`config.mk`:
```
export PLATFORM = sky130hd
export DESIGN_NAME = pe_feeder
export DESIGN_NICKNAME = d
export VERILOG_FILES = /design/src/rtl/pe_pkg.sv /design/src/rtl/pe_skid_fifo.sv /design/src/rtl/pe_feeder.sv
export SDC_FILE = /design/constraint.sdc
export NUM_CORES = 1
export LEC_CHECK = 0
export ABC_CLOCK_PERIOD_IN_PS = 10800
export CELL_PAD_IN_SITES_DETAIL_PLACEMENT = 2
export CELL_PAD_IN_SITES_GLOBAL_PLACEMENT = 2
export CORE_AREA = 3 3 113 115
export DETAILED_ROUTE_END_ITERATION = 10
export DIE_AREA = 0 0 116 118
export DONT_BUFFER_PORTS = 1
export MAX_ROUTING_LAYER = met4
export PLACE_DENSITY = 0.81
export SLEW_MARGIN = 5
export SYNTH_ARGS = -nofsm -noshare
export SYNTH_HDL_FRONTEND = slang
export SYNTH_SLANG_ARGS = --single-unit
```
`constraint.sdc`:
```
create_clock -name i_clk -period 10.8 [get_ports i_clk]
set_clock_uncertainty 0.1 [all_clocks]
set_input_delay 3.24 -clock i_clk [delete_from_list [all_inputs] [get_ports i_clk]]
set_output_delay 3.24 -clock i_clk [all_outputs]
set_load 0.02 [all_outputs]
```
`src/rtl/pe_pkg.sv`:
```
// rtl/pe_pkg.sv - shared constants, FSM state and beat type for the PE datapath
//
// Purpose: common definitions for the PE and its operand feeder.
//   KSIZE        kernel side (window is KSIZE*KSIZE beats)
//   PIC_W/WGT_W  pixel / weight operand widths
//   ACC_W        PE accumulator width
//   state_e      feeder FSM states
//   beat_t       one pixel/weight pair plus window framing markers
// Ports: none (package).

package pe_pkg;

  localparam int KSIZE = 5;
  localparam int PIC_W = 16;
  localparam int WGT_W = 16;
  localparam int ACC_W = 37;

  typedef enum logic [1:0] {
    ST_IDLE  = 2'd0,
    ST_ISSUE = 2'd1,
    ST_DRAIN = 2'd2
  } state_e;

  typedef struct packed {
    logic [PIC_W-1:0] pic;
    logic [WGT_W-1:0] wgt;
    logic             first;
    logic             last;
  } beat_t;

endpackage

```
`src/rtl/pe_skid_fifo.sv`:
```
// rtl/pe_skid_fifo.sv - 2-entry fall-through skid FIFO for PE operand beats
//
// Purpose: buffers up to two beats between the SRAM read pipe and the PE.
// When empty, the incoming beat is presented on the output in the same
// cycle, so an unstalled stream sees no extra latency.
// Ports:
//   i_clk, i_rst                   clock, synchronous active-high reset
//   i_in_valid/o_in_ready/i_in_data    write side
//   o_out_valid/i_out_ready/o_out_data head side
//   o_count                         number of stored entries (0..2)

module pe_skid_fifo
  import pe_pkg::*;
#(
  parameter type T = beat_t
) (
  input  logic       i_clk,
  input  logic       i_rst,
  input  logic       i_in_valid,
  output logic       o_in_ready,
  input  T           i_in_data,
  output logic       o_out_valid,
  input  logic       i_out_ready,
  output T           o_out_data,
  output logic [1:0] o_count
);

  T           r_mem [2];
  logic       r_wr_ptr;
  logic       r_rd_ptr;
  logic [1:0] r_count;

  logic w_empty;
  logic w_pop;
  logic w_push;
  logic w_store;
  logic w_deq;

  assign w_empty     = (r_count == 2'd0);
  assign o_in_ready  = (r_count != 2'd2);
  assign o_out_valid = !w_empty || i_in_valid;
  assign o_out_data  = w_empty ? i_in_data : r_mem[r_rd_ptr];
  assign o_count     = r_count;

  assign w_pop   = o_out_valid && i_out_ready;
  assign w_push  = i_in_valid && o_in_ready;
  // A beat that arrives into an empty FIFO and is taken at once never lands.
  assign w_store = w_push && !(w_empty && w_pop);
  assign w_deq   = w_pop && !w_empty;

  always_ff @(posedge i_clk) begin
    if (i_rst) begin
      r_mem[0] <= '0;
      r_mem[1] <= '0;
      r_wr_ptr <= 1'b0;
      r_rd_ptr <= 1'b0;
      r_count  <= 2'd0;
    end else begin
      if (w_store) begin
        r_mem[r_wr_ptr] <= i_in_data;
        r_wr_ptr        <= ~r_wr_ptr;
      end
      if (w_deq) begin
        r_rd_ptr <= ~r_rd_ptr;
      end
      r_count <= r_count + {1'b0, w_store} - {1'b0, w_deq};
    end
  end

endmodule

```
`src/rtl/pe_feeder.sv`:
```
// rtl/pe_feeder.sv - fetches one KSIZE x KSIZE window + kernel and streams them to the PE
//
// Purpose: on start, walks the window in raster order, reads the picture and
// weight SRAMs, zero-pads pixels outside the image and streams pixel/weight
// pairs with first/last markers under downstream backpressure.
// Ports:
//   i_clk, i_rst                 clock, synchronous active-high reset
//   i_start, i_win_row/col       window launch (sampled in IDLE only)
//   o_busy, o_done               window in progress / one-cycle completion pulse
//   o_pic_rd_*, i_pic_rd_dat     picture SRAM port (1-cycle read latency)
//   o_wgt_rd_*, i_wgt_rd_dat     weight SRAM port (1-cycle read latency)
//   o_picDat, o_weightDat        operands to PE
//   o_dat_valid/first/last, i_dat_ready  beat handshake and framing

module pe_feeder
  import pe_pkg::*;
#(
  parameter int IMG_W   = 32,
  parameter int IMG_H   = 32,
  parameter int PADDR_W = 10,
  parameter int WADDR_W = 5
) (
  input  logic                     i_clk,
  input  logic                     i_rst,
  input  logic                     i_start,
  input  logic [$clog2(IMG_H)-1:0] i_win_row,
  input  logic [$clog2(IMG_W)-1:0] i_win_col,
  output logic                     o_busy,
  output logic                     o_done,
  output logic                     o_pic_rd_en,
  output logic [PADDR_W-1:0]       o_pic_rd_addr,
  input  logic [PIC_W-1:0]         i_pic_rd_dat,
  output logic                     o_wgt_rd_en,
  output logic [WADDR_W-1:0]       o_wgt_rd_addr,
  input  logic [WGT_W-1:0]         i_wgt_rd_dat,
  output logic [PIC_W-1:0]         o_picDat,
  output logic [WGT_W-1:0]         o_weightDat,
  output logic                     o_dat_valid,
  output logic                     o_dat_first,
  output logic                     o_dat_last,
  input  logic                     i_dat_ready
);

  localparam int RW = $clog2(IMG_H);
  localparam int CW = $clog2(IMG_W);
  localparam int AW = PADDR_W + 1;
  localparam int KW = $clog2(KSIZE + 1);
  localparam logic [KW-1:0] K_LAST = KW'(KSIZE - 1);

  state_e        r_state;
  state_e        w_state_nxt;
  logic [RW-1:0] r_win_row;
  logic [CW-1:0] r_win_col;
  logic [KW-1:0] r_kr;
  logic [KW-1:0] r_kc;
  logic          r_done;

  // Read issued last cycle: its SRAM data is on i_*_rd_dat this cycle.
  logic          r_inf_valid;
  logic          r_inf_pad;
  logic          r_inf_first;
  logic          r_inf_last;

  logic [AW-1:0]      w_row;
  logic [AW-1:0]      w_col;
  logic               w_pad;
  logic [PADDR_W-1:0] w_pic_addr;
  logic [WADDR_W-1:0] w_wgt_addr;
  logic               w_idx_first;
  logic               w_idx_last;
  logic               w_issue;
  logic               w_last_xfer;
  logic [1:0]         w_occ;

  beat_t      w_in_beat;
  beat_t      w_head;
  logic       w_head_valid;
  logic       w_fifo_in_ready;
  logic [1:0] w_fifo_count;

  // Window coordinates widened before the bound check so that columns past
  // the right edge are padded instead of wrapping onto the next row.
  assign w_row      = AW'(r_win_row) + AW'(r_kr);
  assign w_col      = AW'(r_win_col) + AW'(r_kc);
  assign w_pad      = (w_row >= AW'(IMG_H)) || (w_col >= AW'(IMG_W));
  assign w_pic_addr = PADDR_W'(w_row * AW'(IMG_W) + w_col);
  assign w_wgt_addr = WADDR_W'(r_kr) * WADDR_W'(KSIZE) + WADDR_W'(r_kc);

  assign w_idx_first = (r_kr == '0) && (r_kc == '0);
  assign w_idx_last  = (r_kr == K_LAST) && (r_kc == K_LAST);

  // Stored beats plus the one arriving from SRAM must never exceed the
  // FIFO depth, so every issued read has a guaranteed slot.
  assign w_occ = w_fifo_count + {1'b0, r_inf_valid};

  always_comb begin
    w_state_nxt   = r_state;
    w_issue       = 1'b0;
    w_last_xfer   = 1'b0;
    o_pic_rd_en   = 1'b0;
    o_pic_rd_addr = '0;
    o_wgt_rd_en   = 1'b0;
    o_wgt_rd_addr = '0;
    case (r_state)
      ST_IDLE: begin
        if (i_start) begin
          w_state_nxt = ST_ISSUE;
        end
      end
      ST_ISSUE: begin
        w_issue = (w_occ < 2'd2) && w_fifo_in_ready;
        if (w_issue && w_idx_last) begin
          w_state_nxt = ST_DRAIN;
        end
      end
      ST_DRAIN: begin
        w_last_xfer = w_head_valid && i_dat_ready && w_head.last;
        if (w_last_xfer) begin
          w_state_nxt = ST_IDLE;
        end
      end
      default: w_state_nxt = ST_IDLE;
    endcase
    if (w_issue) begin
      o_wgt_rd_en   = 1'b1;
      o_wgt_rd_addr = w_wgt_addr;
      if (!w_pad) begin
        o_pic_rd_en   = 1'b1;
        o_pic_rd_addr = w_pic_addr;
      end
    end
  end

  always_ff @(posedge i_clk) begin
    if (i_rst) begin
      r_state <= ST_IDLE;
    end else begin
      r_state <= w_state_nxt;
    end
  end

  always_ff @(posedge i_clk) begin
    if (i_rst) begin
      r_win_row   <= '0;
      r_win_col   <= '0;
      r_kr        <= '0;
      r_kc        <= '0;
      r_done      <= 1'b0;
      r_inf_valid <= 1'b0;
      r_inf_pad   <= 1'b0;
      r_inf_first <= 1'b0;
      r_inf_last  <= 1'b0;
    end else begin
      r_done <= w_last_xfer;
      if ((r_state == ST_IDLE) && i_start) begin
        r_win_row <= i_win_row;
        r_win_col <= i_win_col;
        r_kr      <= '0;
        r_kc      <= '0;
      end else if (w_issue) begin
        if (r_kc == K_LAST) begin
          r_kc <= '0;
          r_kr <= r_kr + KW'(1);
        end else begin
          r_kc <= r_kc + KW'(1);
        end
      end
      r_inf_valid <= w_issue;
      r_inf_pad   <= w_pad;
      r_inf_first <= w_idx_first;
      r_inf_last  <= w_idx_last;
    end
  end

  always_comb begin
    w_in_beat = '0;
    if (r_inf_valid) begin
      w_in_beat.pic   = r_inf_pad ? '0 : i_pic_rd_dat;
      w_in_beat.wgt   = i_wgt_rd_dat;
      w_in_beat.first = r_inf_first;
      w_in_beat.last  = r_inf_last;
    end
  end

  pe_skid_fifo #(
    .T(beat_t)
  ) u_skid (
    .i_clk      (i_clk),
    .i_rst      (i_rst),
    .i_in_valid (r_inf_valid),
    .o_in_ready (w_fifo_in_ready),
    .i_in_data  (w_in_beat),
    .o_out_valid(w_head_valid),
    .i_out_ready(i_dat_ready),
    .o_out_data (w_head),
    .o_count    (w_fifo_count)
  );

  assign o_busy      = (r_state != ST_IDLE);
  assign o_done      = r_done;
  assign o_dat_valid = w_head_valid;
  assign o_picDat    = w_head_valid ? w_head.pic : '0;
  assign o_weightDat = w_head_valid ? w_head.wgt : '0;
  assign o_dat_first = w_head_valid && w_head.first;
  assign o_dat_last  = w_head_valid && w_head.last;

endmodule

```
**Word level (Yosys, flattened, before mapping)**

Memories as Yosys holds them, arrays and structs flattened. A register that Yosys moved wholly into a read port is not among the register bits.
Cells that the tools add are included.

- Register bits after elaboration: 27
- Memories: 1
- Output and inout port bits: 54
- Input port bits: 46
- Word-level logic and storage cells: 92
- Bits in writable memories: 68

Memory list:

| memory | words | width | rd ports | clocked after Yosys merged registers in | wr ports | RTL line | RTL |
|---|---|---|---|---|---|---|---|
| u_skid.r_mem | 2 | 34 | 1 | 1 | 2 | pe_skid_fifo.sv:28 | `T r_mem [2];` |

- $lt $le $gt $ge: 3
- Muxes and demuxes: 27
- Reductions and logical operators: 27
- Bitwise operators: 3
- $mul: 1
- Eq/ne operators: 8
- $add $sub $neg: 9

Operator list:

| operator | number |
|---|---|
| $mux 34 | 3 |
| $mux 16 | 3 |
| $reduce_or 34->1 | 1 |
| $mux 10 | 2 |
| $logic_and 1x1->1 | 13 |
| $mux 1 | 13 |
| $add 5x3->6 | 2 |
| $ge 6x6->1 const B | 2 |
| $add 10x6->10 | 1 |
| $ne 2x2->1 const B | 4 |
| $add 3x1->3 const B | 2 |
| $eq 3x3->1 const B | 2 |
| $logic_not 3->1 | 2 |
| $mux 2 | 3 |
| $pmux 2 s3 | 1 |
| $add 5x3->5 | 1 |
| $mul 3x3->5 const B | 1 |
| $mux 5 | 1 |
| $add 2x1->2 | 2 |
| $logic_not 2->1 | 2 |
| $reduce_or 2->1 | 2 |
| $mux 3 | 1 |
| $not 1->1 | 3 |
| $reduce_and 3->1 | 1 |
| 8 further kinds | 10 |

**Longest topological paths before layout**

Gate-level depths: netlist of run 1.

- Depth after elaboration: 12
- Depth in mapped cells: 10
- Mapped depth without buffers: 10

**Hierarchy**

From an unflattened synthesis of run 1, not the netlist that was laid out.

- Cells, all modules: 547
- Area, all modules: 5532.8 sq um

By module, submodules not included:

| module | cells an instance | seq. area each (sq um) | times used | area an instance (sq um) |
|---|---|---|---|---|
| pe_skid_fifo | 287 | 2142.1 | 1 | 3518.4 |
| pe_feeder | 260 | 460.4 | 1 | 2014.4 |

**Least setup slack after synthesis of run 1**

Ideal clock, no wire load.

- Path type: input -> output
- Start point: input i_pic_rd_dat[10]
- End point: output o_picDat[10]
- Cell stages on the path: 2
- Arrival: 3.685 ns
- Setup slack: 3.775 ns
- Required time: 7.460 ns
- Path buffers: 0
- Path through: nand2_1 a21oi_1

- Longest elaborated chain between the ends: 4

Ends and longest elaborated chain:

| what | RTL line | RTL |
|---|---|---|
| start: declaration | pe_feeder.sv:32 | `input logic [PIC_W-1:0] i_pic_rd_dat,` |
| $mux 16 | pe_feeder.sv:178 | `w_in_beat.pic = r_inf_pad ? '0 : i_pic_rd_dat;` |
| $mux 34 | pe_feeder.sv:177 | `if (r_inf_valid) begin` |
| $mux 34 | pe_skid_fifo.sv:42 | `assign o_out_data = w_empty ? i_in_data : r_mem[r_rd_ptr];` |
| $mux 16 | pe_feeder.sv:202 | `assign o_picDat = w_head_valid ? w_head.pic : '0;` |
| end: declaration | pe_feeder.sv:36 | `output logic [PIC_W-1:0] o_picDat,` |

Every way passes these cells.

**Worst setup path in the final report of run 1**

- Start point: input i_pic_rd_dat[4]
- End point: output o_picDat[4]

The elaborated chain is that of the path after synthesis.

==> reports/summary.txt, run 1 <==
Max transition margin - 26.4%
Vias - 3,613
Unique masters post-synth - 50
Simple-gate share of the synthesized area - 21.2%
Post-CTS Resized - 0
Area share of fa/ha/maj cells after synthesis - 6.64%
Initial antenna violation count - 0
Layout Nets - 550
Worst reg2reg startpoint - r_inf_valid
Finished Core Util - 45.9%
Min Tclk post-route - 7150 ps
Initial Utilization - 42.4%
Crit end category - primary output
# DRC - 0
Main combinational cell family by area after synthesis - simple AND/OR/NAND/NOR gates
CP Data Arrival Time - 3810 ps
Share of layout cells above drive strength 1 - 7.23%
CTS tree - yes
CP max FO - 3
Core footprint - 11,900 µm²
Register area share after synthesis - 51.5%
# port buffers - 0
Final Power - 1030 µW
Clk slew on worst S/H paths - 60 ps
Fin. Hold Viols - 0
Worst Setup Slack, final - 3650 ps
Critical Path Start - i_pic_rd_dat[4]
WP buf/inv - 0
Leak Pwr - 0.00209 µW
DP HPWL - 9.20 mm
Hold_buf cts - 0
Dominant synthesized flop cell - edfxtp_1
FF-to-FF path depth - 3
Area Overhead vs Synth - 8.23%
Crit start category - primary input
Die Y - 118 µm
Pre-Repair DR Iteration Count - 4
Crit-path max cell delay - 500 ps
Worst hold path depth - 2
Vias/cell - 5.73
Post-CTS setup buffer count - 0
Final TNS setup - 0 ps
Post-synthesis xor/xnor area fraction - 2.55%
RSZ-0062 raised after global routing - no
Post-route antenna net violation count - 0
Post-Route WL - 13.5 mm
Sink Count - 96
Gpl congestion - 0.773
Mapped Cells - 494
TritonCTS Buffers - 9
Max-capacitance violation count - 0
Status - complete, no violations
N_diodes - 0
FMAX - 140 MHz
Pin count of the biggest net entering global routing - 55
Mapped cell area - 5050 µm²
Gr ovfl total - 0
Worst slack at placement - 3660 ps
Final setup fails - 0
Post-synth EDFFs - 68
Synth async-reset ratio - 0%
Maximum vdd drop - 0.0660 mV
Drt wl/cell - 21.3 µm
Critical-path cell list - nand2_1 -> a21oi_1
Worst skew pair latency - 350 ps
Die ar. - 13,700 µm²
Commonest non-fill, non-tap cells in the layout - edfxtp_1, nor2_1, and2_1, nand2_1, a21oi_1
Pwr Density - 188 nW/µm²
CTS HTree Levels - 3
Post-synthesis mux area share - 4.01%
Most common cell after layout, fill and taps aside - edfxtp_1
Vias in the first global route - 4,113
CP max-delay cell - a21oi_1
Levels on crit path - 2
Deepest clock path buffer count - 2
Average size of a mapped cell - 10.2 µm²
Final period util - 66.2%
Die W - 116 µm
Crit Path Class - in2out
First-pass GRT wire length - 21.9 mm
Worst min-delay path class - reg2reg
Initial drt markers - 124
Site Rows - 40
CP top delay family - compound AO/OA/AOI/OAI gates
Flops & latches, synth - 96
Final Max Tran Viols - 0
Total global-route track usage - 21.1%
Synth Area in Compound Gates - 10.4%
Synthesized Nets - 565
Worst slew pin tran - 1100 ps
Hold path start - r_win_col[0]
CTS root buf - clkbuf_16
Worst Path Required - 7460 ps
Syn. warnings - 0
Io pins - 100
## stage by stage
| step | cells | cell area (µm²) | hold slack [ps] |
|---|---|---|---|
| 6_report | 631 | 5470 | 365 |
| 5_1_grt | 631 | 5470 | 389 |
| 4_1_cts | 631 | 5470 | 366 |
| 3_5_place_dp | 615 | 5170 | 358 |
| 3_3_place_gp | 615 | 5170 | 343 |
| 2_1_floorplan | 494 | 5050 | 341 |
## tightest hold or removal path: stages (launching register included)
cell,delay (ps)
dfxtp_1,310
nand2_1,60
a21oi_1,50
## synthesized netlist by cell type, types with 2 or more instances
cell type / n / area share (%)
nand2b_1: 2 / 0.25
nor3_1: 4 / 0.40
a211o_1: 2 / 0.35
inv_1: 13 / 0.97
ha_1: 22 / 5.5
mux2_2: 2 / 0.45
o211ai_1: 2 / 0.30
buf_2: 3 / 0.30
xor2_1: 5 / 0.87
clkbuf_1: 22 / 1.6
buf_1: 4 / 0.30
nor3b_1: 2 / 0.30
nand3_1: 20 / 2.0
nor2_1: 54 / 4.0
and2_1: 45 / 5.6
a21o_1: 3 / 0.45
a21oi_1: 35 / 3.5
or3_1: 3 / 0.37
nor4_1: 2 / 0.25
nor2b_1: 20 / 2.5
and4b_1: 2 / 0.40
fa_1: 3 / 1.2
a211oi_1: 16 / 2.4
dfxtp_1: 28 / 11
o211a_1: 2 / 0.40
edfxtp_1: 68 / 40
nand3b_1: 2 / 0.30
xnor2_1: 7 / 1.2
mux2i_1: 18 / 3.6
nand2_1: 43 / 3.2
o21ai_0: 21 / 2.1
## logic make-up (layout without fill, tap and decap cells)
group           Yosys count  in the layout
mux                      20             20
buf+inv                  45             35
xor+xnor                 13             13
flops                    96             96
simple gates            208            208
compound gates           87             87
fa+ha+maj                25             25
## power breakdown
group          switching [µW]  internal, µW
clock                     138           175
combinational             208          65.9
sequential               20.9           418
total                     367           659
## per-layer routing
metal	GRT usage, %	routed length, µm	vias up
met4	5.37	162	0
met1	24.1	5600	1829
met3	4.27	453	12
met2	37.4	7250	72
li1	-	-	1700
met5	-	0	-
## area by class of cell
class,count,area (µm²)
flip-flops and latches,96,2600
multi-input cells,353,2290
well taps,147,184
clock inverters,4,26.3
inverters,15,61.3
clock buffers,12,267
fillers,1264,6450
repair buffers,4,30.0
## worst paths after layout
kind	to	slack, ps
max reg2reg	u_skid.r_mem[1][9]	7540
min reg2reg	r_win_col[0]	360
max	o_picDat[4]	3650
min	r_win_col[0]	360
## sequential cells by signal, summed over array words and instances (netlist names), named ones only
register,count
o_done,1
r_inf_first,1
r_inf_last,1
r_inf_pad,1
r_inf_valid,1
r_kc,3
r_kr,3
r_state,2
r_win_col,5
r_win_row,5
u_skid.o_count,2
u_skid.r_mem,68
u_skid.r_rd_ptr,1
u_skid.r_wr_ptr,1
No activity file was read; power rests on OpenSTA's default activity.
==> run 2: changes to the inputs <==
--- a/config.mk
+++ b/config.mk
@@ -5,15 +5,16 @@
 export SDC_FILE = /design/constraint.sdc
 export NUM_CORES = 1
 export LEC_CHECK = 0
-export ABC_CLOCK_PERIOD_IN_PS = 10800
+export ABC_AREA = 1
+export ABC_CLOCK_PERIOD_IN_PS = 6600
 export CELL_PAD_IN_SITES_DETAIL_PLACEMENT = 2
 export CELL_PAD_IN_SITES_GLOBAL_PLACEMENT = 2
-export CORE_AREA = 3 3 113 115
+export CORE_AREA = 3 3 121 123
 export DETAILED_ROUTE_END_ITERATION = 10
-export DIE_AREA = 0 0 116 118
+export DIE_AREA = 0 0 124 126
 export DONT_BUFFER_PORTS = 1
 export MAX_ROUTING_LAYER = met4
-export PLACE_DENSITY = 0.81
+export PLACE_DENSITY = 0.76
 export SLEW_MARGIN = 5
 export SYNTH_ARGS = -nofsm -noshare
 export SYNTH_HDL_FRONTEND = slang
==> constraint.sdc (replaced) <==
create_clock -name i_clk -period 6.6 [get_ports i_clk]
set_clock_uncertainty 0.1 [all_clocks]
set_input_delay 1.98 -clock i_clk [delete_from_list [all_inputs] [get_ports i_clk]]
set_output_delay 1.98 -clock i_clk [all_outputs]
set_load 0.02 [all_outputs]
==> run 2 against run 1 <==
Against the previous run: power rose by 68%; global-route usage fell by 2.4 points; flip-flop and latch count did not move; sequential power rose by 64%; sequential share of layout area fell by 0.68 points; area after synthesis rose by 2.9%; final area rose by 1.4%; highest routed layer unchanged.
==> reports/summary.txt, run 2 <==
Pwr Density - 312 nW/µm² (+66%)
Initial antenna violation count - 0 (unchanged)
Vias - 3,889 (+7.6%)
Layout Nets - 639 (+16%)
Mapped cell area - 5200 µm² (+2.9%)
Levels on crit path - 4 (+2)
Syn. warnings - 0 (unchanged)
Main combinational cell family by area after synthesis - simple AND/OR/NAND/NOR gates
Share of layout cells above drive strength 1 - 9.25% (+2.0 points)
Max transition margin - 37.4% (+11 points)
Clk slew on worst S/H paths - 70 ps (about the same)
# port buffers - 0 (unchanged)
CP max FO - 21 (+18)
Drt wl/cell - 18.2 µm (-15%)
Leak Pwr - 0.00207 µW (-0.62%)
Global-route met3 utilization - 3.59% (-0.68 points)
Yosys top cell area share - 39.3% (-1.1 points)
Worst min-delay path class - reg2reg
Post-Route WL - 13.7 mm (+1.8%)
Synthesized Nets - 653 (+16%)
Simple-gate share of the synthesized area - 20.8% (-0.46 points)
Status - complete, no violations
Deepest clock path buffer count - 2 (unchanged)
Comb power frac - 28.0% (+1.3 points)
CP Data Arrival Time - 2750 ps (-1060 ps)
Register area share after synthesis - 50.1% (-1.5 points)
Worst slack at placement - 1800 ps (-1870 ps)
Largest regs - u_skid.r_mem (68), r_win_col (5), r_win_row (5)
Post-synth top area cell - edfxtp_1
TritonCTS Buffers - 9 (unchanged)
Most frequent cell after synthesis - nand2_1
Seq pwr share - 41.7% (-1.1 points)
Io pins - 100 (unchanged)
Gr ovfl total - 0 (unchanged)
Post-synthesis xor/xnor area fraction - 1.52% (-1.0 points)
Die W - 124 µm (+6.9%)
Final Max Tran Viols - 0 (unchanged)
Hold path start - u_skid.r_rd_ptr
Site Rows - 43 (+7.5%)
Final setup fails - 0 (unchanged)
Commonest non-fill, non-tap cells in the layout - nand2_1, nor2_1, inv_1, edfxtp_1, o21ai_0
Gpl congestion - 0.820 (+6.1%)
Core footprint - 13,800 µm² (+16%)
Synth Area in Compound Gates - 11.8% (+1.4 points)
Total global-route track usage - 18.7% (-2.4 points)
Worst skew pair latency - 340 ps (about the same)
Switching pwr - 643 µW (+75%)
Ranking of synthesized cells by area - edfxtp_1, dfxtp_1, nand2_1, nor2_1, ha_1
Post-route antenna net violation count - 0 (unchanged)
FF-to-FF path depth - 6 (+3)
Final TNS setup - 0 ps (unchanged)
Crit Path Class - reg2out
Hold_buf cts - 0 (unchanged)
GR peak layer - met2
Initial drt markers - 240 (+94%)
Min Tclk post-route - 4830 ps
Maximum vdd drop - 0.171 mV (+160%)
Die ar. - 15,600 µm² (+14%)
Vias/cell - 5.16 (-9.8%)
DP HPWL - 9.19 mm (about the same)
GR Layer Usage met2 - 32.5% (-4.9 points)
Pre-Repair DR Iteration Count - 4 (unchanged)
Worst slew pin tran - 936 ps (-165 ps)
# DRC - 0 (unchanged)
Post-synthesis mux area share - 0% (-4.0 points)
CP max-delay cell - dfxtp_1
Dominant synthesized flop cell - edfxtp_1
Met1 Use GR - 21.9% (-2.1 points)
Crit-path max cell delay - 890 ps (+390 ps)
WP buf/inv - 1 (+1)
Average size of a mapped cell - 8.93 µm² (-13%)
Area share of fa/ha/maj cells after synthesis - 6.45% (-0.19 points)
N_diodes - 0 (unchanged)
Clock power frac - 30.2% (-0.4 points)
Worst hold path depth - 1 (-1)
Post-CTS Resized - 0 (unchanged)
Crit end category - primary output
Pin count of the biggest net entering global routing - 69 (+25%)
Mapped Cells - 582 (+18%)
Worst Path Required - 4520 ps (-2940 ps)
Area Overhead vs Synth - 6.67%
Max-capacitance violation count - 0 (unchanged)
Fin. Hold Viols - 0 (unchanged)
CTS root buf - clkbuf_16
Commonest cells post-synth - nand2_1, nor2_1, inv_1
First-pass GRT wire length - 22.1 mm (+0.88%)
Unique masters post-synth - 33 (-34%)
Vias in the first global route - 4,348 (+5.7%)
Pint - 1090 µW (+65%)
CTS tree - yes
Fill cells - 1,556 (+23%)
Final period util - 73.2%
Critical Path Start - r_inf_valid
Crit start category - flop
Synth async-reset ratio - 0% (unchanged)
Biggest register - u_skid.r_mem
Initial Utilization - 37.7% (-4.7 points)
Sink Count - 96 (unchanged)
Number of flip-flops in the largest register - 68 (unchanged)
CP top delay family - flip-flops
Post-synth EDFFs - 68 (unchanged)
Critical-path cell list - inv_1 -> nor2_4 -> nand2_1 -> o21ai_0
RSZ-0062 raised after global routing - no
Post-CTS setup buffer count - 0 (unchanged)
Worst reg2reg startpoint - r_inf_valid
Flops & latches, synth - 96 (unchanged)
Most common cell after layout, fill and taps aside - nand2_1
FMAX - 207 MHz
Switching share of power - 37.2% (+1.4 points)
Worst Setup Slack, final - 1770 ps (-1880 ps)
CTS HTree Levels - 3 (unchanged)
Final Power - 1730 µW (+68%)
Die Y - 126 µm (+6.8%)
[run 2: cell types whose count changed in the layout (fill, tap and decap cells not counted), moves of 8 or more]
cell	delta
mux2i_1	-18
nor2_2	+13
o21ai_0	+26
nor2b_1	-20
and2_1	-45
nand2_1	+58
nor2_1	+41
nand2_2	+8
o211ai_1	+32
a21oi_1	-18
a211oi_1	-16
inv_1	+56
[run 2: cells by family (layout without fill, tap and decap cells)]
group                    count (synthesis)  in the layout
buffers and inverters                  104             95
flip-flops                              96             96
adder cells (fa/ha/maj)                 25             25
XOR/XNOR                                 9              9
AO/OA/AOI/OAI                          101            101
AND/OR/NAND/NOR                        247            247
[run 2: power groups by stage]
stage,registers (µW),logic [µW],clock network [µW]
6_report,721,484,523
5_1_grt,728,548,563
4_1_cts,722,496,535
3_5_place_dp,736,495,0
3_3_place_gp,732,478,0
2_1_floorplan,716,423,0
[run 2: cell type report]
type	instances	area [µm²]	area share, %
multi-input combinational	382	2110	38.1
timing repair buffer	2	15.0	0.271
clock buffer	12	246	4.45
clock inverter	4	46.3	0.835
sequential	96	2600	47.0
tap	180	225	4.06
inverter	77	295	5.33
[run 2: worst paths after layout]
check,slack [ps],endpoint
setup / recovery,1770,o_picDat[7]
hold / removal,340,flop
setup reg to reg,3540,u_skid.r_mem[1][16]
hold reg to reg,340,flop
[run 2: per-layer routing]
layer  vias up  wire length [µm]  part of all wire [%]
met5         -                 0                     0
met4         0               195                   1.4
met3        12               588                   4.3
met2        67              6980                    51
met1      1922              5950                    43
li1       1888                 -                     -
[run 2: metrics by stage]
stage	util [%]	cell area [µm²]	hold slack, ps	instances
6_report	40.3	5540	345	753
5_1_grt	40.3	5540	405	753
4_1_cts	40.3	5540	348	753
3_5_place_dp	38.1	5250	347	737
3_3_place_gp	38.1	5250	333	737
2_1_floorplan	-	5200	326	582
==> run 3: changes to the inputs <==
--- a/config.mk
+++ b/config.mk
@@ -5,16 +5,16 @@
 export SDC_FILE = /design/constraint.sdc
 export NUM_CORES = 1
 export LEC_CHECK = 0
-export ABC_AREA = 1
-export ABC_CLOCK_PERIOD_IN_PS = 6600
+export ABC_AREA = 0
+export ABC_CLOCK_PERIOD_IN_PS = 4300
 export CELL_PAD_IN_SITES_DETAIL_PLACEMENT = 2
 export CELL_PAD_IN_SITES_GLOBAL_PLACEMENT = 2
-export CORE_AREA = 3 3 121 123
+export CORE_AREA = 3 3 123 125
 export DETAILED_ROUTE_END_ITERATION = 10
-export DIE_AREA = 0 0 124 126
+export DIE_AREA = 0 0 126 128
 export DONT_BUFFER_PORTS = 1
 export MAX_ROUTING_LAYER = met4
-export PLACE_DENSITY = 0.76
+export PLACE_DENSITY = 0.72
 export SLEW_MARGIN = 5
 export SYNTH_ARGS = -nofsm -noshare
 export SYNTH_HDL_FRONTEND = slang
==> constraint.sdc (replaced) <==
create_clock -name i_clk -period 4.3 [get_ports i_clk]
set_clock_uncertainty 0.1 [all_clocks]
set_input_delay 1.29 -clock i_clk [delete_from_list [all_inputs] [get_ports i_clk]]
set_output_delay 1.29 -clock i_clk [all_outputs]
set_load 0.02 [all_outputs]
==> run 3 against run 2 <==
Against the previous run: sequential power increased by 55%; hold slack improved by 19 ps; core utilization increased by 1.5 points; power grew 65%; flip-flop and latch count unchanged; combinational power is 63% higher; wire length down 2.3%; critical endpoint is now o_pic_rd_addr[9]; largest cell class unchanged; largest power group unchanged.
==> reports/summary.txt, run 3 (synthesis gave the netlist of run 1 again) <==
Status - complete, no violations
Commonest non-fill, non-tap cells in the layout - edfxtp_1, nor2_1, and2_1, nand2_1, a21oi_1
Die ar. - 16,100 µm² (+3.2%)
Max-capacitance violation count - 0 (unchanged)
Site Rows - 43 (unchanged)
Final Max Tran Viols - 0 (unchanged)
Min Tclk post-route - 4200 ps
R2R setup slack - 1630 ps (-1910 ps)
Final TNS setup - 0 ps (unchanged)
Worst min-delay path class - reg2reg
Comb power frac - 27.7% (-0.3 points)
Switching share of power - 33.5% (-3.7 points)
Crit Path Class - reg2out
Max transition margin - 26.1% (-11 points)
Crit end category - primary output
WHS Endpoint - r_win_col[0]
Initial antenna violation count - 0 (unchanged)
Switching pwr - 957 µW (+49%)
FMAX - 238 MHz
Worst slew pin tran - 1100 ps (+167 ps)
Hold path start - r_win_col[0]
Die Y - 128 µm (+1.6%)
Io pins - 100 (unchanged)
Maximum vdd drop - 0.187 mV (+9.4%)
Final Power - 2850 µW (+65%)
Post-route antenna net violation count - 0 (unchanged)
Final period util - 97.8%
Die W - 126 µm (+1.6%)
Pre-Repair DR Iteration Count - 4 (unchanged)
Crit start category - flop
Largest regs - u_skid.r_mem (68), r_win_col (5), r_win_row (5)
Leak Pwr - 0.00225 µW (+8.3%)
Pint - 1900 µW (+75%)
Clock power frac - 33.2% (+3.0 points)
Placement-stage cell area - 5410 µm² (+3.1%)
FF-to-FF path depth - 5 (-1)
Final setup fails - 0 (unchanged)
CTS tree - yes
Gpl congestion - 0.764 (-6.8%)
Initial Utilization - 36.1% (-1.6 points)
Initial drt markers - 120 (-50%)
Hold_buf cts - 0 (unchanged)
Gr ovfl total - 0 (unchanged)
Post-route cell area - 5830 µm² (+5.2%)
Worst Path Required - 2910 ps (-1610 ps)
Worst skew pair latency - 350 ps (about the same)
Vias in the first global route - 4,068 (-6.4%)
Crit Reg-Reg Endpoint - u_skid.r_mem[1][13]
Fin. Hold Viols - 0 (unchanged)
Deepest clock path buffer count - 2 (unchanged)
Share of layout cells above drive strength 1 - 14.3% (+5.0 points)
DP HPWL - 9.39 mm (+2.1%)
Clk slew on worst S/H paths - 70 ps (about the same)
CP Data Arrival Time - 2810 ps (+60 ps)
Core footprint - 14,000 µm² (+1.6%)
Sink Count - 96 (unchanged)
Biggest register - u_skid.r_mem
CTS root buf - clkbuf_16
Vias - 3,696 (-5.0%)
Pin count of the biggest net entering global routing - 35 (-49%)
First-pass GRT wire length - 21.8 mm (-1.4%)
Area Overhead vs Synth - 15.5%
Vias/cell - 5.34 (+3.4%)
Worst reg2reg startpoint - r_inf_valid
Fill cells - 1,493 (-4.0%)
Worst hold path depth - 2 (+1)
CTS HTree Levels - 3 (unchanged)
TritonCTS Buffers - 9 (unchanged)
N_diodes - 0 (unchanged)
Pwr Density - 489 nW/µm² (+57%)
Layout Nets - 578 (-9.5%)
# port buffers - 0 (unchanged)
Post-Route WL - 13.4 mm (-2.3%)
# DRC - 0 (unchanged)
Drt wl/cell - 19.4 µm (+6.3%)
Seq pwr share - 39.1% (-2.6 points)
Total global-route track usage - 17.5% (-1.3 points)
CP max FO - 7 (-67%)
Most common cell after layout, fill and taps aside - edfxtp_1
Number of flip-flops in the largest register - 68 (unchanged)
-- run 3: cell count changes in the layout (fill, tap and decap cells not counted), sizes merged, moves of 18 or more --
cell    change
inv        -57
nor2       -57
nand2      -68
buf        +30
o21ai      -26
o211ai     -32
and2       +45
nor2b      +20
mux2i      +18
-- run 3: power by group through the flow --
| stage | Clock, µW | Sequential [µW] | Combinational (µW) |
|---|---|---|---|
| final | 947 | 1120 | 791 |
| after global routing | 1000 | 1130 | 873 |
| after CTS | 964 | 1120 | 812 |
| after detailed placement | 0 | 1140 | 804 |
| after global placement | 0 | 1130 | 782 |
| after floorplan | 0 | 1090 | 578 |
-- run 3: stage by stage --
step	setup WS, ps	cells	util [%]	hold WS, ps
finish	96.5	692	41.7	364
global placement	267	674	38.7	343
detailed placement	168	674	38.7	350
global route	-1.77	692	41.7	401
floorplan	159	494	-	341
CTS	27.0	690	41.4	368
-- run 3: worst max-delay path, stage by stage, from the launching register on --
cell     delay (ps)
dfxtp_4         360
ha_1            290
a21o_1          180
o21ai_2         180
inv_2            60
ha_4            170
ha_4            170
and4b_1         170
a211o_1         300
o31a_1          310
nor3_2          100
buf_4           160
-- run 3: what timing repair did --
| action | in CTS | in global routing |
|---|---|---|
| resized for setup | 7 | 6 |
| buffers inserted | 0 | 2 |
| setup endpoints to repair | 1 | 1 |
| pin swaps | 0 | 5 |
-- run 3: per-layer routing --
layer / part of all wire, % / vias to the layer above / global-route usage [%]
met5: 0 / - / -
met4: 1.4 / 0 / 5.68
met3: 2.9 / 11 / 2.46
met2: 53 / 71 / 30.9
met1: 43 / 1858 / 20.6
li1: - / 1756 / -
-- run 3: area by class of cell --
cell class	count	area [µm²]	area share (%)
multi-input combinational	353	2350	40.2
timing repair buffer	32	240	4.12
sequential	96	2610	44.7
inverter	15	61.3	1.05
tap	180	225	3.86
clock buffer	9	225	3.86
clock inverter	7	126	2.17
-- run 3: worst max path at each step --
stage                                  end    startpoint  cells after the start  slack [ps]
final                     o_pic_rd_addr[9]  r_win_col[1]                     11         100
after global routing      o_pic_rd_addr[9]  r_win_col[1]                     11          -2
after CTS                 o_pic_rd_addr[9]  r_win_col[1]                     11          30
after detailed placement  o_pic_rd_addr[9]       r_kc[2]                     11         170
after global placement    o_pic_rd_addr[9]  r_win_col[1]                     11         270
after floorplan           o_pic_rd_addr[9]       r_kc[1]                     10         160
